$ cat config.mk
export PLATFORM = sky130hd
export DESIGN_NAME = obi_sram_bridge_flat
export DESIGN_NICKNAME = d
export VERILOG_FILES = /design/src/rtl/obi_sram_bridge_if.sv /design/src/rtl/obi_sram_bridge.sv /design/src/flat_wrapper.sv
export SDC_FILE = /design/constraint.sdc
export NUM_CORES = 1
export LEC_CHECK = 0
export ABC_CLOCK_PERIOD_IN_PS = 2300
export CORE_MARGIN = 2
export CORE_UTILIZATION = 43
export CTS_CLUSTER_DIAMETER = 30
export DETAILED_ROUTE_END_ITERATION = 10
export HOLD_SLACK_MARGIN = 0.12
export PLACE_DENSITY_LB_ADDON = 0.25
export REMOVE_ABC_BUFFERS = 1
export SYNTH_ARGS = -nofsm -noshare
export SYNTH_HDL_FRONTEND = slang
export SYNTH_SLANG_ARGS = --single-unit
$ cat constraint.sdc
create_clock -name clk_i -period 2.3 [get_ports clk_i]
set_clock_uncertainty 0.2 [all_clocks]
set_input_delay 0.46 -clock clk_i [delete_from_list [all_inputs] [get_ports clk_i]]
set_output_delay 0.46 -clock clk_i [all_outputs]
set_load 0.01 [all_outputs]
$ cat src/rtl/obi_sram_bridge_if.sv
// Bus bundle between an OBI core port, the bridge and SRAM port 0.
// Pure wiring; no storage, no latency.
// slave modport is the bridge side; master modport is the core/SRAM side.
interface obi_sram_bridge_if #(
  parameter int ADDR_WIDTH = 11,
  parameter int DATA_WIDTH = 32,
  parameter int NUM_WMASKS = 4
);
  // OBI request channel
  logic                  obi_req_i;
  logic                  obi_gnt_o;
  logic [31:0]           obi_addr_i;
  logic                  obi_we_i;
  logic [NUM_WMASKS-1:0] obi_be_i;
  logic [DATA_WIDTH-1:0] obi_wdata_i;
  // OBI response channel
  logic                  obi_rvalid_o;
  logic                  obi_rready_i;
  logic [DATA_WIDTH-1:0] obi_rdata_o;
  logic                  obi_err_o;
  // SRAM port 0
  logic                  sram_csb_o;
  logic                  sram_web_o;
  logic [NUM_WMASKS-1:0] sram_wmask_o;
  logic [ADDR_WIDTH-1:0] sram_addr_o;
  logic [DATA_WIDTH-1:0] sram_din_o;
  logic [DATA_WIDTH-1:0] sram_dout_i;

  modport slave (
    input  obi_req_i, obi_addr_i, obi_we_i, obi_be_i, obi_wdata_i, obi_rready_i, sram_dout_i,
    output obi_gnt_o, obi_rvalid_o, obi_rdata_o, obi_err_o,
           sram_csb_o, sram_web_o, sram_wmask_o, sram_addr_o, sram_din_o
  );

  modport master (
    output obi_req_i, obi_addr_i, obi_we_i, obi_be_i, obi_wdata_i, obi_rready_i, sram_dout_i,
    input  obi_gnt_o, obi_rvalid_o, obi_rdata_o, obi_err_o,
           sram_csb_o, sram_web_o, sram_wmask_o, sram_addr_o, sram_din_o
  );
endinterface

$ cat src/rtl/obi_sram_bridge.sv
// OBI slave -> single-port SRAM bridge with a credit-guarded response FIFO.
// Latency: grant in cycle N -> rvalid in cycle N+2; one access per cycle sustained.
// Backpressure: gnt drops once queued + in-flight responses reach RSP_DEPTH.
// Optional: OBI_SRAM_BRIDGE_ADDR_CHECK_EN flags out-of-range addresses with err=1.
module obi_sram_bridge #(
  parameter int ADDR_WIDTH = 11,
  parameter int DATA_WIDTH = 32,
  parameter int NUM_WMASKS = 4,
  parameter int RSP_DEPTH  = 2
) (
  input logic clk_i,
  input logic rst_ni,
  obi_sram_bridge_if.slave bus
);
  localparam int CW = $clog2(RSP_DEPTH + 2);
  localparam int PW = $clog2(RSP_DEPTH);

  // response FIFO storage and bookkeeping
  logic [DATA_WIDTH-1:0] r_fifo_dat [RSP_DEPTH];
  logic                  r_fifo_err [RSP_DEPTH];
  logic [PW-1:0]         r_wptr;
  logic [PW-1:0]         r_rptr;
  logic [CW-1:0]         r_cnt;

  // one-deep tracking of the access whose read data arrives next cycle
  logic r_inflight;
  logic r_infl_we;
  logic r_infl_err;

  logic                  w_pop;
  logic                  w_push;
  logic [CW-1:0]         w_credits;
  logic                  w_gnt;
  logic                  w_acc;
  logic                  w_addr_err;
  logic [DATA_WIDTH-1:0] w_push_dat;

`ifdef OBI_SRAM_BRIDGE_ADDR_CHECK_EN
  // any address bit above the SRAM word range marks the request as an error
  logic [31:0] w_addr_hi;
  logic [1:0]  w_unused_addr;
  assign w_addr_hi     = bus.obi_addr_i >> (ADDR_WIDTH + 2);
  assign w_addr_err    = |w_addr_hi;
  assign w_unused_addr = bus.obi_addr_i[1:0];
`else
  // upper bits alias onto the SRAM; byte offset is carried by the byte enables
  logic [31-ADDR_WIDTH:0] w_unused_addr;
  assign w_addr_err    = 1'b0;
  assign w_unused_addr = {bus.obi_addr_i[31:ADDR_WIDTH+2], bus.obi_addr_i[1:0]};
`endif

  // Credits count every response already owed: queued plus the one being read.
  // A slot freed by this cycle's pop can be reused immediately.
  assign w_pop     = bus.obi_rvalid_o & bus.obi_rready_i;
  assign w_credits = r_cnt + CW'(r_inflight) - CW'(w_pop);
  assign w_gnt     = bus.obi_req_i & (w_credits < CW'(RSP_DEPTH)) & rst_ni;
  assign w_acc     = bus.obi_req_i & w_gnt;
  assign w_push    = r_inflight;
  assign w_push_dat = (r_infl_we | r_infl_err) ? '0 : bus.sram_dout_i;

  assign bus.obi_gnt_o    = w_gnt;
  assign bus.sram_csb_o   = ~(w_acc & ~w_addr_err);
  assign bus.sram_web_o   = ~bus.obi_we_i;
  assign bus.sram_wmask_o = bus.obi_be_i;
  assign bus.sram_addr_o  = bus.obi_addr_i[ADDR_WIDTH+1:2];
  assign bus.sram_din_o   = bus.obi_wdata_i;

  // Head of the FIFO drives the response; zeros when empty so reset shows rdata=0.
  assign bus.obi_rvalid_o = (r_cnt != '0);
  assign bus.obi_rdata_o  = bus.obi_rvalid_o ? r_fifo_dat[r_rptr] : '0;
  assign bus.obi_err_o    = bus.obi_rvalid_o ? r_fifo_err[r_rptr] : 1'b0;

  function automatic logic [PW-1:0] ptr_inc(input logic [PW-1:0] p);
    return (p == PW'(RSP_DEPTH - 1)) ? '0 : p + PW'(1);
  endfunction

  // Remember the accepted request's type so its data can be captured next cycle
  always_ff @(posedge clk_i or negedge rst_ni) begin
    if (!rst_ni) begin
      r_inflight <= 1'b0;
      r_infl_we  <= 1'b0;
      r_infl_err <= 1'b0;
    end else begin
      r_inflight <= w_acc;
      r_infl_we  <= bus.obi_we_i;
      r_infl_err <= w_addr_err;
    end
  end

  // Response FIFO: push from the tracking stage, pop on OBI handshake
  always_ff @(posedge clk_i or negedge rst_ni) begin
    if (!rst_ni) begin
      for (int i = 0; i < RSP_DEPTH; i++) begin
        r_fifo_dat[i] <= '0;
        r_fifo_err[i] <= 1'b0;
      end
      r_wptr <= '0;
      r_rptr <= '0;
      r_cnt  <= '0;
    end else begin
      if (w_push) begin
        r_fifo_dat[r_wptr] <= w_push_dat;
        r_fifo_err[r_wptr] <= r_infl_err;
        r_wptr             <= ptr_inc(r_wptr);
      end
      if (w_pop) begin
        r_rptr <= ptr_inc(r_rptr);
      end
      case ({w_push, w_pop})
        2'b10:   r_cnt <= r_cnt + CW'(1);
        2'b01:   r_cnt <= r_cnt - CW'(1);
        default: r_cnt <= r_cnt;
      endcase
    end
  end
endmodule

$ cat src/flat_wrapper.sv
// flat-port wrapper written by rule: the top's interface ports become plain ports
module obi_sram_bridge_flat 
#(
  parameter int ADDR_WIDTH = 11,
  parameter int DATA_WIDTH = 32,
  parameter int NUM_WMASKS = 4,
  parameter int RSP_DEPTH  = 2
)
  (clk_i, rst_ni, bus_obi_req_i, bus_obi_addr_i, bus_obi_we_i, bus_obi_be_i, bus_obi_wdata_i, bus_obi_rready_i, bus_sram_dout_i, bus_obi_gnt_o, bus_obi_rvalid_o, bus_obi_rdata_o, bus_obi_err_o, bus_sram_csb_o, bus_sram_web_o, bus_sram_wmask_o, bus_sram_addr_o, bus_sram_din_o);
  obi_sram_bridge_if #(.ADDR_WIDTH(ADDR_WIDTH), .DATA_WIDTH(DATA_WIDTH), .NUM_WMASKS(NUM_WMASKS)) bus_i ();
  input logic clk_i;
  input logic rst_ni;
  input wire logic [$bits(bus_i.obi_req_i)-1:0] bus_obi_req_i;
  input wire logic [$bits(bus_i.obi_addr_i)-1:0] bus_obi_addr_i;
  input wire logic [$bits(bus_i.obi_we_i)-1:0] bus_obi_we_i;
  input wire logic [$bits(bus_i.obi_be_i)-1:0] bus_obi_be_i;
  input wire logic [$bits(bus_i.obi_wdata_i)-1:0] bus_obi_wdata_i;
  input wire logic [$bits(bus_i.obi_rready_i)-1:0] bus_obi_rready_i;
  input wire logic [$bits(bus_i.sram_dout_i)-1:0] bus_sram_dout_i;
  output wire logic [$bits(bus_i.obi_gnt_o)-1:0] bus_obi_gnt_o;
  output wire logic [$bits(bus_i.obi_rvalid_o)-1:0] bus_obi_rvalid_o;
  output wire logic [$bits(bus_i.obi_rdata_o)-1:0] bus_obi_rdata_o;
  output wire logic [$bits(bus_i.obi_err_o)-1:0] bus_obi_err_o;
  output wire logic [$bits(bus_i.sram_csb_o)-1:0] bus_sram_csb_o;
  output wire logic [$bits(bus_i.sram_web_o)-1:0] bus_sram_web_o;
  output wire logic [$bits(bus_i.sram_wmask_o)-1:0] bus_sram_wmask_o;
  output wire logic [$bits(bus_i.sram_addr_o)-1:0] bus_sram_addr_o;
  output wire logic [$bits(bus_i.sram_din_o)-1:0] bus_sram_din_o;
  assign bus_i.obi_req_i = bus_obi_req_i;
  assign bus_i.obi_addr_i = bus_obi_addr_i;
  assign bus_i.obi_we_i = bus_obi_we_i;
  assign bus_i.obi_be_i = bus_obi_be_i;
  assign bus_i.obi_wdata_i = bus_obi_wdata_i;
  assign bus_i.obi_rready_i = bus_obi_rready_i;
  assign bus_i.sram_dout_i = bus_sram_dout_i;
  assign bus_obi_gnt_o = bus_i.obi_gnt_o;
  assign bus_obi_rvalid_o = bus_i.obi_rvalid_o;
  assign bus_obi_rdata_o = bus_i.obi_rdata_o;
  assign bus_obi_err_o = bus_i.obi_err_o;
  assign bus_sram_csb_o = bus_i.sram_csb_o;
  assign bus_sram_web_o = bus_i.sram_web_o;
  assign bus_sram_wmask_o = bus_i.sram_wmask_o;
  assign bus_sram_addr_o = bus_i.sram_addr_o;
  assign bus_sram_din_o = bus_i.sram_din_o;
  obi_sram_bridge #(.ADDR_WIDTH(ADDR_WIDTH), .DATA_WIDTH(DATA_WIDTH), .NUM_WMASKS(NUM_WMASKS), .RSP_DEPTH(RSP_DEPTH)) u_core (.clk_i(clk_i), .rst_ni(rst_ni), .bus(bus_i));
endmodule
# [Word level (Yosys, flattened, before mapping)]
# Index checks and enable logic that the tools add are counted.
[totals] wordCells=51 mem_bits_ro=0 inputBits=105 latchBits=0 output_inout_bits=84 mem_count=0 mem_bits_rw=0 register_bits=72
[op_classes] eq_ne=2 shift=0 reduce_logical=3 addsub=6 n_mux=17 n_div=0 n_lt_le_gt_ge=4 multipliers=0 bitwise_logic=10
[op_table] op="two-way mux 32 bit" count=6
[op_table] op="bitwise mux 64 bit" count=1
[op_table] op="demux 32 bit (select 1 bit)" count=1
[op_table] op="two-way mux 1 bit" count=7
[op_table] op="AND 1 bit" count=4
[op_table] op="greater-or-equal comparator 2 bit (second input constant)" count=2
[op_table] op="NOT 1 -> 2 bit" count=2
[op_table] op="one-hot mux 2 bit (2 select lines)" count=1
[op_table] op="nonzero test 2 bit" count=2
[op_table] op="adder 1 bit (second input constant)" count=2
[op_table] op="adder 2 x 1 -> 2 bit" count=1
[op_table] op="adder 2 x 1 -> 2 bit (second input constant)" count=1
[op_table] op="AND 2 bit" count=1
[op_table] op="equality test 2 x 1 -> 1 bit (second input constant)" count=1
[op_table] op="equality test 2 bit (second input constant)" count=1
[op_table] op="less-than comparator 2 x 1 -> 1 bit (second input constant)" count=1
[op_table] op="less-than comparator 2 bit (second input constant)" count=1
[op_table] op="NOT 1 bit" count=2
[op_table] op="NOT 2 bit" count=1
[op_table] op="subtractor 2 x 1 -> 2 bit" count=1
[op_table] op="subtractor 2 x 1 -> 2 bit (second input constant)" count=1
[op_table] op="demux 1 bit (select 1 bit)" count=1
[op_table] op="logical AND 1 bit" count=1

# [Logic depth before layout (Yosys ltp)]
# Gate-level depths: netlist of run 1.
[logic_depth] ltp_word=8 depth_mapped=6 depth_no_buf=4

# [Worst setup path after synthesis of run 1]
# OpenSTA, ideal clock, no wires.
[synth_path] kind="register to output" from="register u_core.r_inflight" to="output port bus_sram_csb_o" path_slack_ns=0.568 required_ns=1.640 t_arrival_ns=1.072 n_path_buf=1 path_stages_with_launch=5 cell_sequence="dfrtp_1 buf_6 and4b_1 a211oi_2 or2_1"
[synth_via] elab_chain_len=7
[synth_rtl] item="start, declared" line="obi_sram_bridge.sv:26" source="logic r_inflight;"
[synth_rtl] item="start signal, assigned" line="obi_sram_bridge.sv:84" source="r_inflight <= w_acc;"
[synth_rtl] item="adder 2 x 1 -> 2 bit" line="obi_sram_bridge.sv:55" source="assign w_credits = r_cnt + CW'(r_inflight) - CW'(w_pop);"
[synth_rtl] item="subtractor 2 x 1 -> 2 bit" line="obi_sram_bridge.sv:55"
[synth_rtl] item="less-than comparator 2 bit" line="obi_sram_bridge.sv:56" source="assign w_gnt = bus.obi_req_i & (w_credits < CW'(RSP_DEPTH)) & rst_ni;"
[synth_rtl] item="AND 1 bit (2 in a row)" line="obi_sram_bridge.sv:56"
[synth_rtl] item="AND 1 bit" line="obi_sram_bridge.sv:57" source="assign w_acc = bus.obi_req_i & w_gnt;"
[synth_rtl] item="NOT 1 bit" line="obi_sram_bridge.sv:62" source="assign bus.sram_csb_o = ~(w_acc & ~w_addr_err);"
[synth_rtl] item="end, declared" line="flat_wrapper.sv:24" source="output wire logic [$bits(bus_i.sram_csb_o)-1:0] bus_sram_csb_o;"
# Every way passes these cells.

# [Worst setup path after layout of run 1]
# Same ends and word-level chain as after synthesis.

==> results.json, run 1 <==
{
  "arrival_ns": 1.65,
  "worstMarginPinSlew_ns": 0.9367,
  "finalHoldViolCount": 0,
  "clk-insertion-delay-late_ns": 0.32,
  "synth_top_cell_area_share": 0.4960,
  "initial_core_util": 0.4421,
  "routedWlPerCell_um": 18.67,
  "holdWs_ns": 0.1725,
  "ioPinCount": 189,
  "fp.dieH_um": 95.91,
  "layout.nets": 527,
  "synth.yosys.seq_area_share": 0.4960,
  "netlist-cell-type-count": 21,
  "mostFrequentLayoutCell": "dfrtp_1",
  "grt_max_degree": 73,
  "violations": "setup timing",
  "p_per_area_nw_per_um2": 1146,
  "gp_congestion": 0.7649,
  "rows": 33,
  "port_buffers": 73,
  "finalPower_mw": 5.016,
  "avgSynthCellArea_um2": 9.266,
  "worstPathMaxFanout": 5,
  "dp.cells": 511,
  "crit_path_top_delay_cell": "dfrtp_1",
  "core_region_area_um2": 8217,
  "drt_first_pass_iters": 4,
  "synthTopCellsByArea": "dfrtp_1 (50%), buf_4 (10%), mux2i_1 (9.1%), o21ai_0 (8.1%), nand2_1 (6.9%)",
  "cellLeakagePower_nw": 2.108,
  "min_period_ns": 2.309,
  "layout_common_cells": "dfrtp_1 (71), nand2_1 (66), o21ai_0 (58)",
  "fmax_ghz": 0.4330,
  "rsz0062_at_grt": "yes",
  "die-area_um2": 9198,
  "ys_seq_elements": 72,
  "end_kind": "output pin",
  "vias": 2638,
  "grt_pass1_wl_um": 14860,
  "synth_cells": 392,
  "drt-initial-drc-count": 136,
  "layout.cells.non_filler": 531,
  "startpoint_type": "register",
  "cap_viol_max_count": 0,
  "status": "finished, violations left",
  "routed_wl_um": 9912,
  "antenna_found_initial": 0,
  "path_cells": "buf_4, a21oi_2, a211oi_2, buf_4, or2_1, clkdlybuf4s15_2",
  "postLayoutCoreUtil": 0.5328,
  "crit_type": "reg2out",
  "dpl_cell_area_um2": 4143,
  "drt.antenna.violating_nets": 0,
  "grt_overflow": 0,
  "syn_to_final_growth_pct": 20.53,
  "hp-class": "in2async",
  "fin_setup_tns_ns": -0.009321,
  "netlist_area_um2": 3632,
  "cts-root-buf": "clkbuf_8",
  "viasPerCell": 4.968,
  "path_clk_slew_ns": 0.07,
  "cp_data_required_time_ns": 1.64,
  "fill_cells": 805,
  "fin_crit_sh": 1.004,
  "layout-drive-gt1-share": 0.09624,
  "antenna_cells": 0,
  "layout_setup_ws_ns": -0.009321,
  "yosysWarnings": 0,
  "cts_tree": "done",
  "place_ws_ns": -0.4184,
  "fin_area_um2": 4378,
  "slew_headroom": 0.3756,
  "setup-violations-final": 1,
  "grtUsageTotal": 0.2229,
  "synth_top_cell_by_area": "dfrtp_1",
  "cts_made_buffers": 9,
  "finalMaxSlewViolations": 0,
  "die_w_um": 95.91,
  "cts.sinks": 72,
  "path_common_cell": "buf_4",
  "grt_pass1_vias": 2541,
  "ir_drop_mv": 0.4553,
  "dp_hpwl_um": 7209,
  "htree_num_levels": 3,
  "crit_path_max_incr_delay_ns": 0.39,
  "cts_buffer_depth": 2,
  "drcViolationCount": 0
}
metal layers:
layer  routed length (µm)  GRT usage  vias up
li1                     -          -     1275
met1                 4192     0.2796     1200
met2                 3710     0.2803      143
met3                 1775     0.1809       16
met4                  148    0.06667        4
met5                   85    0.07143        -
what timing repair did:
| item | 4_1_cts | 5_1_grt |
|---|---|---|
| pin swaps | 1 | 0 |
| gates cloned | 0 | 0 |
| setup endpoints to repair | 36 | 5 |
| endpoints found under the hold margin | 0 | 0 |
| gates resized for setup | 47 | 16 |
| hold buffers | 0 | 0 |
| buffers inserted | 4 | 1 |
flip-flops by register name, summed over array words and instances (netlist names):
| signal | flops |
|---|---|
| u_core.r_rptr | 1 |
| u_core.r_wptr | 1 |
| u_core.r_cnt | 2 |
| u_core.r_infl_we | 1 |
| u_core.r_fifo_dat | 64 |
| u_core.r_fifo_err | 2 |
| u_core.r_inflight | 1 |
kinds of logic (layout without fill, tap and decap cells):
group,count (synthesis),count (layout),synth area share
flip-flops,72,72,0.4960
multiplexers,33,33,0.09094
AND/OR/NAND/NOR,141,141,0.1733
AO/OA/AOI/OAI,68,68,0.09576
buffers and inverters,75,109,0.1368
XOR/XNOR,3,3,0.007235
critical path, delay by kind of cell, from the launching register on:
family | cells | cell delay (ns)
compound gates | 2 | 0.22
buf+inv | 3 | 0.53
flops | 1 | 0.39
simple gates | 1 | 0.19
path summary, 6_finish.rpt:
check	start	endpoint	slack [ns]	cells after the start
hold / removal	rst_ni	u_core.r_inflight$_DFF_PN0_	0.17	2
hold reg to reg	u_core.r_fifo_dat[62]$_DFFE_PN0P_	u_core.r_fifo_dat[62]$_DFFE_PN0P_	0.28	2
setup reg to reg	u_core.r_infl_we$_DFF_PN0_	u_core.r_fifo_dat[42]$_DFFE_PN0P_	0.67	2
min in group clk_i	rst_ni	u_core.r_inflight$_DFF_PN0_	0.22	3
setup / recovery	u_core.r_inflight$_DFF_PN0_	bus_sram_csb_o	-0.009	6
max in group asynchronous	rst_ni	u_core.r_rptr$_DFFE_PN0P_	1.10	2
area by class of cell:
cell class	count	area, µm²	share of cell area
Multi-Input combinational cell	245	1350	0.3084
Sequential cell	72	1803	0.4118
Clock buffer	11	141.4	0.03230
Inverter	3	11.26	0.002572
Timing Repair Buffer	91	895.9	0.2046
Tap cell	105	131.4	0.03001
Clock inverter	4	45.04	0.01029
power breakdown:
part	internal, mW	total (mW)	switching (mW)
clock	0.520	0.953	0.434
combinational	0.942	1.91	0.964
sequential	1.85	2.16	0.311
cells in the mapped netlist, drive strengths merged:
master,number
a211oi,1
a21oi,1
and2,2
and4b,1
buf,66
clkbuf,6
dfrtp,72
inv,3
mux2i,33
nand2,67
nand2b,33
nand3b,1
nor2,36
o21ai,66
or2,1
xnor2,1
xor2,2
Note: power is estimated with default switching activity, not from simulation.
==> run 2: changes to the inputs <==
--- a/config.mk
+++ b/config.mk
@@ -5,11 +5,13 @@
 export SDC_FILE = /design/constraint.sdc
 export NUM_CORES = 1
 export LEC_CHECK = 0
-export ABC_CLOCK_PERIOD_IN_PS = 2300
+export ABC_CLOCK_PERIOD_IN_PS = 2600
 export CORE_MARGIN = 2
-export CORE_UTILIZATION = 43
+export CORE_UTILIZATION = 65
+export CTS_BUF_LIST = sky130_fd_sc_hd__clkbuf_2
 export CTS_CLUSTER_DIAMETER = 30
 export DETAILED_ROUTE_END_ITERATION = 10
+export DONT_BUFFER_PORTS = 1
 export HOLD_SLACK_MARGIN = 0.12
 export PLACE_DENSITY_LB_ADDON = 0.25
 export REMOVE_ABC_BUFFERS = 1
==> constraint.sdc (replaced) <==
create_clock -name clk_i -period 2.6 [get_ports clk_i]
set_clock_uncertainty 0.2 [all_clocks]
set_input_delay 0.52 -clock clk_i [delete_from_list [all_inputs] [get_ports clk_i]]
set_output_delay 0.52 -clock clk_i [all_outputs]
set_load 0.01 [all_outputs]
==> results.json, run 2 (synthesis results as in run 1) <==
{
  "crit_path_top_delay_cell": "dfrtp_1",
  "grt_pass1_vias": 2453,
  "crit_path_max_incr_delay_ns": 0.53,
  "min_period_ns": 2.445,
  "layout-drive-gt1-share": 0.06842,
  "antenna_cells": 0,
  "reg_top3": "u_core.r_fifo_dat x64, u_core.r_cnt x2, u_core.r_fifo_err x2",
  "startpoint_type": "register",
  "status": "finished clean",
  "path_cells": "o21ai_0, a211oi_2, or2_1",
  "grtUsageTotal": 0.3421,
  "clk-insertion-delay-late_ns": 0.49,
  "drt.antenna.violating_nets": 0,
  "cts_tree": "done",
  "ioPinCount": 189,
  "mostFrequentLayoutCell": "dfrtp_1",
  "syn_to_final_growth_pct": 5.167,
  "dp_hpwl_um": 7242,
  "cap_viol_max_count": 0,
  "finalMaxSlewViolations": 0,
  "rows": 27,
  "rr_worst_depth": 4,
  "path_clk_slew_ns": 0.16,
  "port_buffers": 0,
  "cellLeakagePower_nw": 1.802,
  "cp_data_required_time_ns": 1.88,
  "rr_endpoint": "u_core.r_fifo_dat[11]$_DFFE_PN0P_",
  "cts_made_buffers": 9,
  "worstPathMaxFanout": 7,
  "hp-class": "in2reg",
  "htree_num_levels": 3,
  "top_register": "u_core.r_fifo_dat",
  "rsz0062_at_grt": "no",
  "setup-violations-final": 0,
  "worstMarginPinSlew_ns": 0.5167,
  "fmax_ghz": 0.4089,
  "core_region_area_um2": 5439,
  "grt_max_degree": 73,
  "cts_resized": 0,
  "crit_family": "flip-flops",
  "antenna_found_initial": 0,
  "critical_path.startpoint": "u_core.r_inflight$_DFF_PN0_",
  "p_per_area_nw_per_um2": 992.9,
  "die_w_um": 78.76,
  "holdBufCountCts": 38,
  "fin_crit_sh": 0.9406,
  "vias": 2565,
  "dp.cells": 398,
  "r2r_slack_ns": 0.94,
  "arrival_ns": 1.73,
  "layout_common_cells": "dfrtp_1 (71), nand2_1 (66), o21ai_0 (59)",
  "cts.sinks": 72,
  "ir_drop_mv": 0.7245,
  "end_kind": "output pin",
  "drt_first_pass_iters": 4,
  "r2r-start": "u_core.r_inflight$_DFF_PN0_",
  "fin_setup_tns_ns": 0,
  "routed_wl_um": 10270,
  "slew_headroom": 0.6543,
  "worst-path-stages": 3,
  "crit_type": "reg2out",
  "layout.nets": 480,
  "viasPerCell": 5.675,
  "grt_overflow": 0,
  "die-area_um2": 6202,
  "gp_congestion": 0.9353,
  "largest_reg_flops": 64,
  "layout.cells.non_filler": 452,
  "drcViolationCount": 0,
  "fp.dieH_um": 78.76,
  "routedWlPerCell_um": 22.71,
  "post_cts_buffers": 0,
  "cts_buffer_depth": 2,
  "drt-initial-drc-count": 165,
  "crit_path_end": "bus_sram_csb_o",
  "initial_core_util": 0.6678,
  "crit_buf_inv": 0,
  "grt_pass1_wl_um": 14930,
  "cts-root-buf": "clkbuf_2",
  "finalHoldViolCount": 0
}
==> run 2: worst min path at each step <==
stage / endpoint / startpoint / cells past startpoint / slack [ns]
final: u_core.r_cnt[1]$_DFFE_PN0P_ / bus_obi_rready_i / 2 / 0.19
after global routing: u_core.r_cnt[1]$_DFFE_PN0P_ / bus_obi_rready_i / 2 / 0.15
after CTS: u_core.r_cnt[1]$_DFFE_PN0P_ / bus_obi_rready_i / 2 / 0.15
after detailed placement: u_core.r_fifo_dat[9]$_DFFE_PN0P_ / rst_ni / 0 / 0.03
after global placement: u_core.r_fifo_dat[9]$_DFFE_PN0P_ / rst_ni / 0 / 0.03
after floorplan: u_core.r_cnt[0]$_DFFE_PN0P_ / rst_ni / 0 / 0.02
==> run 2: cell type report <==
| cell class | instances | area, µm² |
|---|---|---|
| flip-flops and latches | 72 | 1803 |
| fillers | 432 | 1619 |
| multi-input cells | 245 | 1341 |
| repair buffers | 44 | 498.0 |
| well taps | 72 | 90.09 |
| clock buffers | 10 | 50.05 |
| clock inverters | 6 | 26.28 |
| inverters | 3 | 11.26 |
==> run 2: per-stage QoR <==
step / hold WS (ns) / util / power, mW / area [µm²] / setup slack, ns
floorplan: 0.02441 / - / 2.874 / 3147 / 0.1532
global placement: 0.02618 / 0.6119 / 3.158 / 3328 / 0.7084
detailed placement: 0.02593 / 0.6119 / 3.231 / 3328 / 0.6716
CTS: 0.1466 / 0.7023 / 3.788 / 3820 / 0.1150
global route: 0.1483 / 0.7023 / 4.083 / 3820 / 0.01193
finish: 0.1882 / 0.7023 / 3.793 / 3820 / 0.1545
==> run 2: metal layers <==
layer | vias to the layer above | GRT usage | wire length, µm
met3 | 10 | 0.2511 | 1840
met4 | 0 | 0.1386 | 204
met2 | 177 | 0.5462 | 5009
met5 | - | 0 | 0
li1 | 1188 | - | -
met1 | 1190 | 0.3383 | 3212
==> run 2: power by group <==
part           total (mW)  internal, mW  leakage [nW]  switching [mW]
combinational        1.39         0.565         0.816           0.821
clock               0.499         0.116        0.0580           0.383
sequential           1.91          1.62         0.929           0.283
total                3.79          2.31          1.80            1.49
==> edit: new RTL, flow settings as in run 1 <==
Reset style: synchronous (`rst_ni`), changed in 2 clocked blocks.
--- a/src/rtl/obi_sram_bridge.sv
+++ b/src/rtl/obi_sram_bridge.sv
@@ -77,3 +77,3 @@
   // Remember the accepted request's type so its data can be captured next cycle
-  always_ff @(posedge clk_i or negedge rst_ni) begin
+  always_ff @(posedge clk_i) begin
     if (!rst_ni) begin
@@ -90,3 +90,3 @@
   // Response FIFO: push from the tracking stage, pop on OBI handshake
-  always_ff @(posedge clk_i or negedge rst_ni) begin
+  always_ff @(posedge clk_i) begin
     if (!rst_ni) begin
Behaviour: differs if rst_ni is asserted again (counterexample within 4 cycles, from zero or initial values and one cycle with rst_ni low); with rst_ni held inactive, the same outputs for 10 cycles.
==> edit against run 1 <==
- sequential cell count is 1 lower
- critical path depth is 2 lower
- first-iteration DRC count is 31% lower
- worst setup slack better by 0.059 ns
- final area is 2.6% higher
- synthesized area is 1.8% lower
- die area is 1.7% lower
- routed wire length is 2.9% higher
- core utilization is 1.9 points higher
- largest cell class unchanged
Power is not compared: it rests on default switching activity, and its combinational part moved more than twofold at a synthesized area within 25%.
==> edit: results (changes against run 1) <==
.. list-table::
   :header-rows: 1

   * - Metric
     - Value
   * - Family of cells with the greatest summed delay on the critical path
     - buffers and inverters
   * - Number of enable-type register cells in the synthesized netlist
     - 64 (+64)
   * - Launch point of the worst hold path
     - u_core.r_rptr
   * - Cell type of the slowest stage on the worst timing path
     - clkdlybuf4s50_1
   * - Critical register-to-register path endpoint
     - u_core.r_fifo_dat[0][1]
   * - Routability congestion estimate from global placement
     - 0.7612 (-0.48%)
   * - HPWL reported at the end of detailed placement
     - 7.019 mm (-2.6%)
   * - Cell types occupying the most area after synthesis
     - edfxtp_1 (54%), and3_1 (11%), buf_4 (11%)
   * - Dominant synthesized flop cell
     - edfxtp_1
   * - Fraction of the yosys area taken by sequential cells
     - 57.80% (+8.2 points)
   * - Leading registers by flop count
     - u_core.r_fifo_dat x64, u_core.r_cnt x2
   * - Logic depth of the worst register-to-register path
     - 3 (+1)
   * - Number of vias per cell
     - 5.297 (+6.6%)
   * - Via Count
     - 2405 (-8.8%)
   * - DR pass1 iterations
     - 4 (unchanged)
   * - Hold Path Cell Cnt
     - 2
   * - Clock root buffer
     - clkbuf_8
   * - Number of H-tree branching levels
     - 3 (unchanged)
   * - Number of buffers inserted by port buffering
     - 72 (-1.4%)
   * - # diodes
     - 0 (unchanged)
   * - DRC marker count from the first detailed-route iteration
     - 94 (-31%)
   * - Most common library cells after synthesis
     - and3_1 (64), edfxtp_1 (64), buf_4 (52), nor2_1 (33), mux2i_1 (32)
   * - Post-synthesis instance total
     - 297 (-24%)
   * - Wire length of the first global-routing pass
     - 14.21 mm (-4.4%)
   * - Total global-route track usage
     - 22.62% (+0.33 points)
   * - Unique masters post-synth
     - 29 (+38%)
   * - Layout cell share with drive strength beyond 1
     - 17.48% (+7.9 points)
   * - FF-to-FF setup slack
     - 0.44 ns (-0.23 ns)
   * - Number of synthesis warnings
     - 0 (unchanged)
   * - Clock buffers created by TritonCTS
     - 9 (unchanged)
   * - Vias in the first global route
     - 2232 (-12%)
   * - DRT Wirelength
     - 10.20 mm (+2.9%)
   * - Peak fanout along the critical path
     - 6 (+1)
   * - Worst-skew pair later-pin latency
     - approximately 0.33 ns
   * - Total of fill cells in the finished design
     - 722 (-10%)
   * - Clock-pin slew on the worst setup and hold paths
     - 0.07 ns (about the same)
   * - Number of buffers between clock root and the deepest sink
     - 2 (unchanged)
   * - Run status
     - finished, final reports clean
   * - R2R Path Start
     - u_core.r_inflight
   * - Cell total after placement
     - 421 (-18%)
   * - Largest incremental delay on the critical path
     - 0.53 ns (+0.14 ns)
   * - Max VDD drop
     - 0.3381 mV
   * - Nets
     - 449 (-15%)
   * - CP Data Arrival Time
     - 1.59 ns (-0.06 ns)
   * - Class of the most critical hold timing path
     - reg2reg
   * - Largest net degree at the start of global routing
     - 41 (-44%)
   * - Share of async-settable or async-resettable flops after synthesis
     - 0% (-100 points)
edit: cell count changes after synthesis, moves of 6 or more:
cell	delta
dfrtp_1	-72
nand2_1	-66
and3_1	+64
edfxtp_1	+64
o21ai_0	-57
nand2b_1	-31
dfxtp_1	+7
o21ai_1	-7
buf_2	-6
edit: cell type report:
class                   count  area [um^2]  share of cell area [%]
well taps                 105        131.4                   2.925
repair buffers            104         1005                   22.37
clock inverters             7        87.58                   1.950
clock buffers               9        123.9                   2.758
flip-flops and latches     71         2073                   46.16
multi-input cells         156         1064                   23.68
inverters                   2        7.507                  0.1671
edit: timing repair:
action,in CTS,in global routing
endpoints found under the setup margin,35,12
buffers inserted,10,6
cloned,1,0
pin swaps,4,1
gates resized for setup,36,11
edit: logic make-up after synthesis:
logic type      synth area share [%]
compound gates                 1.403
xor+xnor                      0.2456
buf+inv                        13.29
flops                          57.80
mux                            9.365
other cells                   0.1051
simple gates                   17.78
edit: routing by layer:
metal | routed length [um] | vias up | global-route usage, %
li1 | - | 1095 | -
met1 | 4023 | 1131 | 26.45
met2 | 4144 | 166 | 30.52
met3 | 1944 | 13 | 18.58
met4 | 90 | 0 | 6.522
met5 | 0 | - | 8.333
edit: worst max path at each step:
stage / from / to / slack [ns] / depth (start not counted)
5_1_grt: register / bus_obi_rdata_o[24] / 0.005 / 4
2_1_floorplan: u_core.r_inflight / u_core.r_fifo_dat[1][0] / -0.03 / 2
4_1_cts: register / bus_obi_rdata_o[24] / -0.05 / 4
3_3_place_gp: bus_obi_rready_i / bus_obi_gnt_o / -0.44 / 5
3_5_place_dp: bus_obi_rready_i / bus_obi_gnt_o / -0.49 / 5
6_report: register / bus_obi_rdata_o[24] / 0.05 / 4
edit: worst min-delay path: stages (launching register included):
cell	delay, ns
dfxtp_1	0.32
xnor2_1	0.07
and2_1	0.15
edit: stage by stage:
stage / worst slack, ns / hold slack, ns / cell area, um^2
after floorplan: -0.02877 / 0.3507 / 3100
after global placement: -0.4403 / 0.3684 / 4125
after detailed placement: -0.4881 / 0.3720 / 4125
after CTS: -0.05393 / 0.3801 / 4405
after global routing: 0.004845 / 0.4073 / 4492
final: 0.05006 / 0.3823 / 4492
edit: power by group through the flow:
| stage | Clock, uW | Sequential (uW) | Combinational (uW) |
|---|---|---|---|
| floorplan | 0 | 1530 | 132 |
| global placement | 0 | 1520 | 328 |
| detailed placement | 0 | 1530 | 331 |
| CTS | 1060 | 1500 | 341 |
| global route | 1110 | 1510 | 376 |
| finish | 1050 | 1500 | 346 |
